**src/rtl/timer_pkg.sv**
```systemverilog
// Shared encodings for the interval timer: FSM states, mode values and counter slice width.
package timer_pkg;
    localparam logic [1:0] ST_IDLE = 2'd0;
    localparam logic [1:0] ST_LOAD = 2'd1;
    localparam logic [1:0] ST_RUN  = 2'd2;
    localparam logic [1:0] ST_DONE = 2'd3;

    localparam logic MODE_ONESHOT  = 1'b0;
    localparam logic MODE_PERIODIC = 1'b1;

    localparam int SLICE_W = 4;
endpackage

```
**src/rtl/count4_slice.sv**
```systemverilog
// 4-bit synchronous-load up-counter slice with count enable (ENT) and ripple carry out (RCO).
module count4_slice
    import timer_pkg::*;
(
    input  logic               clk,
    input  logic               rst,
    input  logic               load,
    input  logic               ent,
    input  logic [SLICE_W-1:0] d,
    output logic [SLICE_W-1:0] q,
    output logic               rco
);
    logic [SLICE_W-1:0] q_q, q_d;

    always_comb begin
        q_d = q_q;
        if (load)
            q_d = d;
        else if (ent)
            q_d = q_q + 4'd1;
    end

    always_ff @(posedge clk or posedge rst) begin
        if (rst)
            q_q <= '0;
        else
            q_q <= q_d;
    end

    assign q   = q_q;
    assign rco = ent & (&q_q);
endmodule

```
**src/rtl/interval_timer_ctrl.sv**
```systemverilog
// Interval timer: one-shot / periodic up-counter from a preset to all-ones, built from chained 4-bit slices.
// Optional prescaler on the count enable when TIMER_PRESCALE_EN is defined.
module interval_timer_ctrl
    import timer_pkg::*;
#(
    parameter int WIDTH = 16
) (
    input  logic             clk,
    input  logic             rst,
    input  logic             start,
    input  logic             stop,
    input  logic             mode,
    input  logic [WIDTH-1:0] preset,
`ifdef TIMER_PRESCALE_EN
    input  logic [3:0]       psc,
`endif
    output logic [WIDTH-1:0] count,
    output logic             busy,
    output logic             done,
    output logic             tick
);
    localparam int NSL = WIDTH / SLICE_W;

    logic [1:0]       state_q, state_d;
    logic             mode_q, mode_d;
    logic [WIDTH-1:0] preset_q, preset_d;
    logic             tick_q, tick_d;

    logic             en;
    logic             tc;
    logic [NSL:0]     carry;
    logic             cnt_load;
    logic [WIDTH-1:0] cnt_din;

`ifdef TIMER_PRESCALE_EN
    logic [3:0] psc_q, psc_d;

    always_comb begin
        psc_d = '0;
        en    = 1'b0;
        if (state_q == ST_RUN && !stop) begin
            if (psc_q == psc)
                en = 1'b1;
            else
                psc_d = psc_q + 4'd1;
        end
    end

    always_ff @(posedge clk or posedge rst) begin
        if (rst)
            psc_q <= '0;
        else
            psc_q <= psc_d;
    end
`else
    assign en = (state_q == ST_RUN) && !stop;
`endif

    // Terminal count is the carry out of the top slice: enabled and every bit set.
    assign carry[0] = en;
    assign tc       = carry[NSL];

    // One-shot terminal count reloads the current all-ones value so the counter cannot wrap.
    assign cnt_load = (state_q == ST_LOAD && !stop) || tc;
    assign cnt_din  = (tc && mode_q == MODE_ONESHOT) ? count : preset_q;

    for (genvar i = 0; i < NSL; i++) begin : g_slice
        count4_slice u_slice (
            .clk  (clk),
            .rst  (rst),
            .load (cnt_load),
            .ent  (carry[i]),
            .d    (cnt_din[i*SLICE_W +: SLICE_W]),
            .q    (count[i*SLICE_W +: SLICE_W]),
            .rco  (carry[i+1])
        );
    end

    always_comb begin
        state_d  = state_q;
        mode_d   = mode_q;
        preset_d = preset_q;
        tick_d   = tc;
        case (state_q)
            ST_IDLE, ST_DONE: begin
                if (stop)
                    state_d = ST_IDLE;
                else if (start) begin
                    state_d  = ST_LOAD;
                    mode_d   = mode;
                    preset_d = preset;
                end
            end
            ST_LOAD: state_d = stop ? ST_IDLE : ST_RUN;
            ST_RUN: begin
                if (stop)
                    state_d = ST_IDLE;
                else if (tc && mode_q == MODE_ONESHOT)
                    state_d = ST_DONE;
            end
            default: state_d = ST_IDLE;
        endcase
    end

    always_ff @(posedge clk or posedge rst) begin
        if (rst) begin
            state_q  <= ST_IDLE;
            mode_q   <= MODE_ONESHOT;
            preset_q <= '0;
            tick_q   <= 1'b0;
        end else begin
            state_q  <= state_d;
            mode_q   <= mode_d;
            preset_q <= preset_d;
            tick_q   <= tick_d;
        end
    end

    assign busy = (state_q == ST_LOAD) || (state_q == ST_RUN);
    assign done = (state_q == ST_DONE);
    assign tick = tick_q;
endmodule

```
**config.mk**
```make
export PLATFORM = sky130hd
export DESIGN_NAME = interval_timer_ctrl
export DESIGN_NICKNAME = d
export VERILOG_FILES = /design/src/rtl/timer_pkg.sv /design/src/rtl/count4_slice.sv /design/src/rtl/interval_timer_ctrl.sv
export SDC_FILE = /design/constraint.sdc
export NUM_CORES = 1
export LEC_CHECK = 0
export ABC_AREA = 1
export ABC_CLOCK_PERIOD_IN_PS = 3000
export CELL_PAD_IN_SITES_DETAIL_PLACEMENT = 1
export CELL_PAD_IN_SITES_GLOBAL_PLACEMENT = 1
export CORE_ASPECT_RATIO = 0.5
export CORE_MARGIN = 1.5
export CORE_UTILIZATION = 35
export CTS_BUF_LIST = sky130_fd_sc_hd__clkbuf_4
export DETAILED_ROUTE_END_ITERATION = 8
export GPL_TIMING_DRIVEN = 0
export MAX_ROUTING_LAYER = met4
export PLACE_DENSITY_LB_ADDON = 0.05
export SLEW_MARGIN = 20
export SYNTH_ARGS = -nofsm -noshare
export SYNTH_HDL_FRONTEND = slang
export SYNTH_HIERARCHICAL = 1
export SYNTH_SLANG_ARGS = --single-unit
```
**constraint.sdc**
```tcl
create_clock -name clk -period 3 [get_ports clk]
set_input_delay 0.9 -clock clk [delete_from_list [all_inputs] [get_ports clk]]
set_output_delay 0.9 -clock clk [all_outputs]
set_load 0.05 [all_outputs]
```
==> results_dict.tcl, run 1 <==
set metrics [dict create \
    outcome "finished, final reports clean" \
    path_max_fanout 5 \
    met1_length_mm 2.83 \
    io_buffers 39 \
    die_w_um 113 \
    vias_per_cell 4.85 \
    holdCritPathClass "reg2reg" \
    diodes 0 \
    yosysSeqAreaShare_pct 42.6 \
    synth_fp_nets 303 \
    place.gp.congestion 0.779 \
    total_power_mw 2.46 \
    antenna_found_initial 0 \
    dr_wl_met2_mm 2.69 \
    path_common_cell "nor2_4" \
    synth_warnings 6 \
    final_core_util_pct 49.5 \
    cts-buffers-inserted 5 \
    placeableCoreArea_um2 5660 \
    cp-end-kind "register" \
    cp_slowest_cell "dfrtp_1" \
    firstDrtPassIters 4 \
    finalNetCount 362 \
    slew_violations 0 \
    wl_per_cell_um 14.0 \
    min_period_over_period_pct 93.4 \
    peakVddDrop_v 0.000430 \
    synthCells 275 \
    die_h_um 58.0 \
    crit_path_start_kind "register" \
    clk_latency_ps 340 \
    cp.required_ps 3260 \
    start_util_pct 37.4 \
    clock_path_buffers 2 \
    period_minus_slack_ps 2800 \
    dp_hpwl_mm 4.17 \
    max_slew_margin_pct 45.8 \
    synth_area_um2 2120 \
    top_layer "met4" \
    die_area_um2 6550 \
    power_density_nw_per_um2 878 \
    grt_max_degree 25 \
    worstSetupPathType "reg2reg" \
    worstReg2RegEnd "g_slice[3].u_slice/q[0]" \
    hold-path-cell-count 2 \
    track_usage_pct 19.3 \
    cts_root_buffer "clkbuf_4" \
    syn_avg_cell_area_um2 7.69 \
    rrSetupSlack_ps 200 \
    row_count 19 \
    min_to "preset_q[15]" \
    synth_seq_cells 36 \
    areaGrowthSynthToFinish_pct 32.4 \
    cap_viol_max_count 0 \
    tightest_slew_ps 812 \
    drive_above_1_share_pct 20.0 \
    cts_tree "done" \
    reg2reg_depth 20 \
    hp-start "preset_q[15]" \
    finalHoldViolCount 0 \
    hold_slack_ps 497 \
    worst_path_largest_cell_delay_ps 420 \
    cts_max_level 2 \
    arrival_ps 3060 \
    place_area_um2 2610 \
    drt-initial-drc-count 47 \
    route.met3.wl_um 157 \
    fmax_mhz 357 \
    postLayoutCellArea_um2 2800 \
    gr-total-overflow 0 \
    remaining_drc_errors 0 \
    crit-reg2reg-launch "state_q[0]" \
    finalClockSkew_ps 7.15 \
    ant_nets 0 \
    num_vias 1979 \
    power_leakage_nw 1.39 \
    io-pin-count 40 \
    cp_cell_sequence "inv_1, ha_2, inv_1, nor2_4, nand3_1, nor2_2, nand3_2, nor2_4, nand3_1, nor2_2, nand3_2, nor2_4, inv_2, nor2_4, buf_6, nand2_1, nand2_1, nand2_1, a21boi_2, o21ai_1" \
    grt_pass1_wl_mm 9.43 \
    yosys-top-cells-area "dfrtp_1 43%, nand2_1 18%, inv_1 6.4%" \
    fin_setup_tns_ps 0 \
    synth_area_leader_cell "dfrtp_1" \
    totalWireLength_mm 5.73 \
    finalSetupViolCount 0 \
    ys_types 22 \
    cts_sinks 36 \
    path_clk_slew_ps 120 \
    yosysTopAreaCellShare_pct 42.6 \
    grt_pass1_vias 1983 \
]
[flip-flops by register name, summed over array words and instances, names as in the netlist]
name,count
g_slice.u_slice/q,16
mode_q,1
preset_q,16
state_q,2
tick,1
[cells in the final DEF, fill, tap and decap left out]
cell type | synthesis | layout
o21ai_2 | 14 | 14
dfrtp_1 | 36 | 36
a21boi_2 | 0 | 1
nor2_2 | 8 | 10
clkdlybuf4s50_1 | 0 | 37
xnor2_1 | 4 | 4
nand3_2 | 0 | 2
clkinv_2 | 0 | 2
ha_1 | 7 | 6
dlygate4sd2_1 | 0 | 1
nor2_1 | 10 | 5
a22oi_1 | 4 | 4
clkinv_1 | 0 | 1
o21ai_1 | 10 | 10
nor2_4 | 1 | 4
nand2_1 | 102 | 101
buf_6 | 2 | 4
inv_2 | 4 | 5
nand2_4 | 0 | 2
nand3_4 | 1 | 1
buf_2 | 0 | 1
ha_2 | 0 | 1
nand4_1 | 4 | 4
inv_1 | 36 | 35
o21ai_0 | 1 | 1
a21boi_1 | 8 | 7
buf_4 | 3 | 13
clkbuf_4 | 0 | 5
nand3_1 | 16 | 14
a21oi_1 | 2 | 2
a21oi_2 | 1 | 1
clkbuf_2 | 0 | 1
[metrics by stage]
stage / setup WS (ps) / cells
global placement: -901 / 387
finish: 198 / 408
CTS: -14.2 / 402
global route: -11.1 / 408
floorplan: 42.8 / 275
detailed placement: -1010 / 387
[final cells by class]
| type | count | area, um^2 |
|---|---|---|
| plain buffers | 5 | 48.8 |
| fillers | 728 | 2860 |
| flip-flops and latches | 36 | 901 |
| multi-input cells | 194 | 1080 |
| repair buffers | 52 | 483 |
| clock buffers | 5 | 37.5 |
| inverters | 40 | 150 |
| well taps | 73 | 91.3 |
| clock inverters | 3 | 13.8 |
[kinds of logic (layout without fill, tap and decap cells)]
| family | count (synthesis) | after routing | share of synthesized area (%) |
|---|---|---|---|
| xor+xnor | 4 | 4 | 1.66 |
| buf+inv | 45 | 105 | 9.22 |
| fa+ha+maj | 7 | 7 | 4.14 |
| compound gates | 40 | 40 | 13.5 |
| simple gates | 143 | 143 | 28.9 |
| flops | 36 | 36 | 42.6 |
[cells in the mapped netlist]
cell type,n
nand3_1,16
a21oi_2,1
inv_1,36
nor2_4,1
nand3_4,1
ha_1,7
a21boi_1,8
nand4_1,4
nor2_2,8
nand2_1,102
o21ai_1,10
o21ai_0,1
nor2_1,10
a22oi_1,4
nand2_2,1
dfrtp_1,36
o21ai_2,14
inv_2,4
buf_4,3
xnor2_1,4
buf_6,2
a21oi_1,2
[power breakdown]
| group | switching [mW] | leakage, nW | internal [mW] |
|---|---|---|---|
| combinational | 0.796 | 0.900 | 0.475 |
| clock | 0.174 | 0.0324 | 0.0862 |
| sequential | 0.234 | 0.454 | 0.694 |
| total | 1.20 | 1.39 | 1.25 |
[what timing repair did]
item	CTS	global route
pin swaps	6	7
hold buffers	0	0
buffers inserted	7	5
cloned	0	1
endpoints found under the hold margin	0	0
resized for setup	9	7
endpoints found under the setup margin	19	17
[worst max-delay path by stage]
| stage | depth (start not counted) | startpoint | endpoint | slack [ps] |
|---|---|---|---|---|
| after detailed placement | 15 | stop | g_slice[3].u_slice/q[0] | -1010 |
| after global placement | 15 | stop | g_slice[2].u_slice/q[2] | -900 |
| after global routing | 20 | state_q[0] | g_slice[1].u_slice/q[2] | -10 |
| after floorplan | 17 | stop | g_slice[1].u_slice/q[2] | 40 |
| final | 20 | state_q[0] | g_slice[3].u_slice/q[0] | 200 |
| after CTS | 17 | stop | g_slice[3].u_slice/q[0] | -10 |
[critical path: cells and delay by family, from the launching register on]
family / cells / cell delay, ps
flip-flops: 1 / 420
adder cells (fa/ha/maj): 1 / 190
AND/OR/NAND/NOR: 13 / 1460
buffers and inverters: 4 / 390
AO/OA/AOI/OAI: 2 / 270
[routing by layer]
| metal | GRT usage (%) | vias to the layer above |
|---|---|---|
| met5 | - | - |
| met1 | 24.4 | 960 |
| met2 | 32.4 | 31 |
| li1 | - | 982 |
| met4 | 4.29 | 0 |
| met3 | 4.08 | 6 |
(Power assumes the default switching activity.)
==> inputs of run 2 (changes only) <==
--- a/config.mk
+++ b/config.mk
@@ -16,7 +16,7 @@
 export DETAILED_ROUTE_END_ITERATION = 8
 export GPL_TIMING_DRIVEN = 0
 export MAX_ROUTING_LAYER = met4
-export PLACE_DENSITY_LB_ADDON = 0.05
+export PLACE_DENSITY = 0.77
 export SLEW_MARGIN = 20
 export SYNTH_ARGS = -nofsm -noshare
 export SYNTH_HDL_FRONTEND = slang
==> run 2 against run 1 <==
  * Clock skew decreased by 2.6 ps
  * Total power up 1.1%
  * Worst hold slack better by 4.5 ps
  * Routed wire length shrank 3.4%
  * First-iteration DRC count increased by 32%
  * Via count grew 0.96%
  * Critical path type is now in2reg
  * Final cell count up 0.49%
  * Maximum frequency down 1.1%
  * Sequential share of layout area decreased by 0.34 points
  * Critical path depth down 2
  * Clock-buffer cell count increased by 2
  * Global-route usage grew 0.18 points
==> results_dict.tcl, run 2 (synthesized netlist as in run 1, its figures left out) <==
set metrics [dict create \
    outcome "finished, final reports clean" \
    slew_violations 0 \
    wl_per_cell_um 13.5 \
    regArea_um2 901 \
    vias_per_cell 4.87 \
    dp_hpwl_mm 4.01 \
    io_buffers 39 \
    dr_wl_met2_mm 2.76 \
    areaGrowthSynthToFinish_pct 33.8 \
    max_slew_margin_pct 46.3 \
    min_period_over_period_pct 94.5 \
    finalClockSkew_ps 4.50 \
    fin_cells 410 \
    cap_viol_max_count 0 \
    die_h_um 58.0 \
    met1_length_mm 2.58 \
    hold_slack_ps 501 \
    final_common_cell "nand2_1" \
    firstDrtPassIters 4 \
    top_layer "met4" \
    clock_path_buffers 2 \
    row_count 19 \
    finalNetCount 364 \
    peakVddDrop_v 0.000418 \
    power_leakage_nw 1.40 \
    crit_path_start_kind "primary input" \
    rsz0062_at_grt "yes" \
    place.gp.congestion 0.773 \
    start_util_pct 37.4 \
    dpl.cell_count 387 \
    clk_latency_ps 350 \
    ant_nets 0 \
    totalWireLength_mm 5.53 \
    gr-total-overflow 0 \
    crit-reg2reg-launch "state_q[0]" \
    layout_common_cells "101 x nand2_1, 37 x clkdlybuf4s50_1, 36 x dfrtp_1" \
    cts_sinks 36 \
    hp-start "preset_q[0]" \
    remaining_drc_errors 0 \
    cp-end-kind "register" \
    die_area_um2 6550 \
    worstSetupPathType "in2reg" \
    drt-initial-drc-count 62 \
    nFillCells 719 \
    num_vias 1998 \
    cts_tree "done" \
    cts-buffers-inserted 5 \
    path_max_fanout 5 \
    route.met3.wl_um 146 \
    track_usage_pct 19.4 \
    layout_setup_ws_ps 166 \
    grt_pass1_vias 2118 \
    dp_slack_ps -996 \
    holdCritPathClass "reg2reg" \
    diodes 0 \
    fin_setup_tns_ps 0 \
    power_density_nw_per_um2 878 \
    finalSetupViolCount 0 \
    placeableCoreArea_um2 5660 \
    drive_above_1_share_pct 20.2 \
    antenna_found_initial 0 \
    cts_root_buffer "clkbuf_4" \
    fmax_mhz 353 \
    path_clk_slew_ps 110 \
    multiInputGateArea_um2 1080 \
    cts_max_level 2 \
    grt_pass1_wl_mm 9.56 \
    period_minus_slack_ps 2830 \
    io-pin-count 40 \
    tightest_slew_ps 805 \
    critPathLaunch "stop" \
    die_w_um 113 \
    cp.required_ps 3290 \
    finalHoldViolCount 0 \
    grt_max_degree 25 \
    arrival_ps 3130 \
]
## run 2: worst paths after layout
kind	end	slack, ps	cells after the start
min in group asynchronous	g_slice[2].u_slice/q[3]	910	2
max in group asynchronous	preset_q[5]	1300	2
hold reg to reg	preset_q[0]	500	2
setup reg to reg	g_slice[2].u_slice/q[1]	230	20
hold / removal	preset_q[0]	500	2
setup / recovery	g_slice[2].u_slice/q[1]	170	18
## run 2: routing by layer
layer | GRT usage, % | up-vias
met5 | - | -
met4 | 4.11 | 0
met3 | 4.50 | 5
met2 | 33.7 | 25
met1 | 23.7 | 982
li1 | - | 986
## run 2: cell type report
cell class / instances / area share, %
Timing Repair Buffer: 54 / 17.7
Multi-Input combinational cell: 194 / 38.2
Tap cell: 73 / 3.23
Sequential cell: 36 / 31.8
Buffer: 5 / 1.72
Clock buffer: 7 / 1.86
Inverter: 40 / 5.30
Clock inverter: 1 / 0.133
## run 2: critical path: stages
cell and delay (ps):
dlygate4sd2_1 280, nor2_4 110, nand3_1 100, nor2_2 150, nand3_2 120, nor2_4 130
nand3_2 110, nor2_4 120, nand3_2 100, nor2_4 180, inv_2 90, nor2_4 150
buf_2 190, buf_4 120, nand2_1 40, nand2_1 60, nand2_1 50, nand3_1 100
## run 2: what timing repair did
item	in CTS	in global routing
pin swaps	6	5
gates cloned	0	1
buffers inserted	6	8
gates resized for setup	12	3
setup endpoints to repair	19	17
hold buffers	0	0
## run 2: metrics by stage
step	util, %	power (mW)	area, um^2
floorplan	-	1.79	2130
global placement	46.2	2.15	2610
detailed placement	46.2	2.19	2610
CTS	48.7	2.49	2750
global route	50.0	2.69	2830
finish	50.0	2.49	2830
## run 2: power by group
| group | switching, mW | total, mW | internal [mW] |
|---|---|---|---|
| Combinational | 0.796 | 1.28 | 0.480 |
| Sequential | 0.233 | 0.927 | 0.694 |
| Clock | 0.176 | 0.284 | 0.108 |
==> inputs of run 3 (changes only) <==
--- a/config.mk
+++ b/config.mk
@@ -11,12 +11,11 @@
 export CELL_PAD_IN_SITES_GLOBAL_PLACEMENT = 1
 export CORE_ASPECT_RATIO = 0.5
 export CORE_MARGIN = 1.5
-export CORE_UTILIZATION = 35
-export CTS_BUF_LIST = sky130_fd_sc_hd__clkbuf_4
+export CORE_UTILIZATION = 34
 export DETAILED_ROUTE_END_ITERATION = 8
 export GPL_TIMING_DRIVEN = 0
 export MAX_ROUTING_LAYER = met4
-export PLACE_DENSITY = 0.77
+export PLACE_DENSITY = 0.74
 export SLEW_MARGIN = 20
 export SYNTH_ARGS = -nofsm -noshare
 export SYNTH_HDL_FRONTEND = slang
==> run 3 against run 2 <==
  * Via count shrank 2.3%
  * Core utilization shrank 1.2 points
  * First-iteration DRC count grew 39%
  * Highest routed layer unchanged
  * Non-clock buffer count shrank 3
  * Maximum frequency shrank 2.5%
  * Sequential share of layout area shrank 1.2 points
  * Critical endpoint is now busy
==> results_dict.tcl, run 3 (synthesized netlist as in run 1, its figures left out) <==
set metrics [dict create \
    met1_length_mm 2.69 \
    clk_latency_ps 280 \
    fmax_mhz 344 \
    num_vias 1953 \
    grt_pass1_wl_mm 9.52 \
    finalHoldViolCount 0 \
    power.switching_mw 1.25 \
    slew_violations 0 \
    total_power_mw 2.78 \
    grt_pass1_vias 1963 \
    start_util_pct 35.1 \
    cts-buffers-inserted 5 \
    layout_common_cells "101 x nand2_1, 38 x clkdlybuf4s50_1, 36 x dfrtp_1" \
    tightest_slew_ps 790 \
    finalClockSkew_ps 5.63 \
    fin_setup_tns_ps 0 \
    cts_tree "done" \
    p_sw_share_pct 45.0 \
    power_leakage_nw 1.43 \
    worstSetupPathType "reg2out" \
    die_area_um2 6730 \
    p_int_mw 1.53 \
    peakVddDrop_v 0.000368 \
    die_w_um 115 \
    route.met3.wl_um 120 \
    cts_root_buffer "clkbuf_16" \
    crit_path_start_kind "register" \
    io-pin-count 40 \
    top_layer "met4" \
    pwr-share-comb_pct 46.7 \
    power_density_nw_per_um2 943 \
    rsz0062_at_grt "no" \
    die_h_um 58.8 \
    areaGrowthSynthToFinish_pct 39.1 \
    totalWireLength_mm 5.89 \
    drt-initial-drc-count 86 \
    hold-path-cell-count 2 \
    vias_per_cell 4.64 \
    path_max_fanout 6 \
    rrSetupSlack_ps 200 \
    nFillCells 722 \
    path_clk_slew_ps 50 \
    layout_setup_ws_ps 92.3 \
    power_frac_clock_pct 19.5 \
    cap_viol_max_count 0 \
    min_period_over_period_pct 96.9 \
    track_usage_pct 19.2 \
    dp_slack_ps -961 \
    crit-reg2reg-launch "state_q[0]" \
    seq_power_share_pct 33.7 \
    place.gp.congestion 0.814 \
    dr_wl_met2_mm 3.00 \
    finalSetupViolCount 0 \
    ant_nets 0 \
    holdCritPathClass "reg2reg" \
    cts_max_level 2 \
    remaining_drc_errors 0 \
    io_buffers 39 \
    dpl.cell_count 402 \
    cp-end-kind "output port" \
    final_core_util_pct 48.8 \
    max_slew_margin_pct 47.3 \
    antenna_found_initial 0 \
    arrival_ps 2010 \
    period_minus_slack_ps 2910 \
    firstDrtPassIters 4 \
    wl_per_cell_um 14.0 \
    reg2reg_depth 20 \
    final_common_cell "nand2_1" \
    clock_path_buffers 2 \
    hold_buffers 0 \
    drive_above_1_share_pct 19.8 \
    gr-total-overflow 0 \
    hp-start "preset_q[5]" \
    grt_max_degree 25 \
    fin_cells 421 \
    min_to "preset_q[5]" \
    finalNetCount 361 \
    worstReg2RegEnd "g_slice[2].u_slice/q[0]" \
    outcome "finished, final reports clean" \
    cp.required_ps 2100 \
    diodes 0 \
    cts_sinks 36 \
    placeableCoreArea_um2 6030 \
    dp_hpwl_mm 4.01 \
    row_count 20 \
]
## run 3: cell count changes in the layout (fill, tap and decap cells not counted), moves of 2 or more
cell	delta
buf_4	-3
clkbuf_16	+5
clkbuf_4	-7
clkbuf_8	+2
dlygate4sd2_1	-2
## run 3: routing by layer
metal / GRT usage (%) / up-vias
met5: - / -
met4: 6.43 / 0
met3: 3.19 / 9
met2: 33.7 / 20
met1: 23.0 / 947
li1: - / 977
## run 3: cell type report
type                            instances  area, um^2  share of cell area [%]
Tap cell                               88         110                    3.74
Inverter                               40         150                    5.10
Sequential cell                        36         901                    30.6
Buffer                                  5        48.8                    1.66
Clock buffer                            7         153                    5.18
Multi-Input combinational cell        194        1090                    37.0
Timing Repair Buffer                   51         492                    16.7
## run 3: power by group through the flow
stage | clock network [mW] | registers (mW) | logic [mW]
2_1_floorplan | 0 | 1.19 | 0.607
3_3_place_gp | 0 | 0.921 | 1.23
3_5_place_dp | 0 | 0.935 | 1.26
4_1_cts | 0.557 | 0.932 | 1.29
5_1_grt | 0.572 | 0.972 | 1.42
6_report | 0.542 | 0.936 | 1.30
## run 3: how the worst max path moves through the flow
| stage | startpoint | endpoint | slack [ps] |
|---|---|---|---|
| 4_1_cts | stop | g_slice[2].u_slice/q[0] | 30 |
| 2_1_floorplan | stop | g_slice[1].u_slice/q[2] | 40 |
| 5_1_grt | state_q[0] | g_slice[2].u_slice/q[0] | 20 |
| 3_5_place_dp | stop | g_slice[2].u_slice/q[0] | -960 |
| 3_3_place_gp | stop | g_slice[1].u_slice/q[2] | -900 |
| 6_report | state_q[0] | busy | 90 |
## run 3: repair_timing
item,in CTS,in global routing
buffers inserted,9,2
gates cloned,1,0
setup endpoints to repair,18,17
pin swaps,6,7
resized for setup,12,7
## run 3: through the flow
stage / hold WS (ps) / area, um^2
after floorplan: 455 / 2130
after global placement: 467 / 2630
after detailed placement: 470 / 2630
after CTS: 483 / 2910
after global routing: 508 / 2940
final: 486 / 2940
## run 3: worst max-delay path: stages (launching register included)
cell and delay [ps]:
dfrtp_1 380, inv_1 70, ha_1 390, inv_1 90, clkdlybuf4s50_1 800
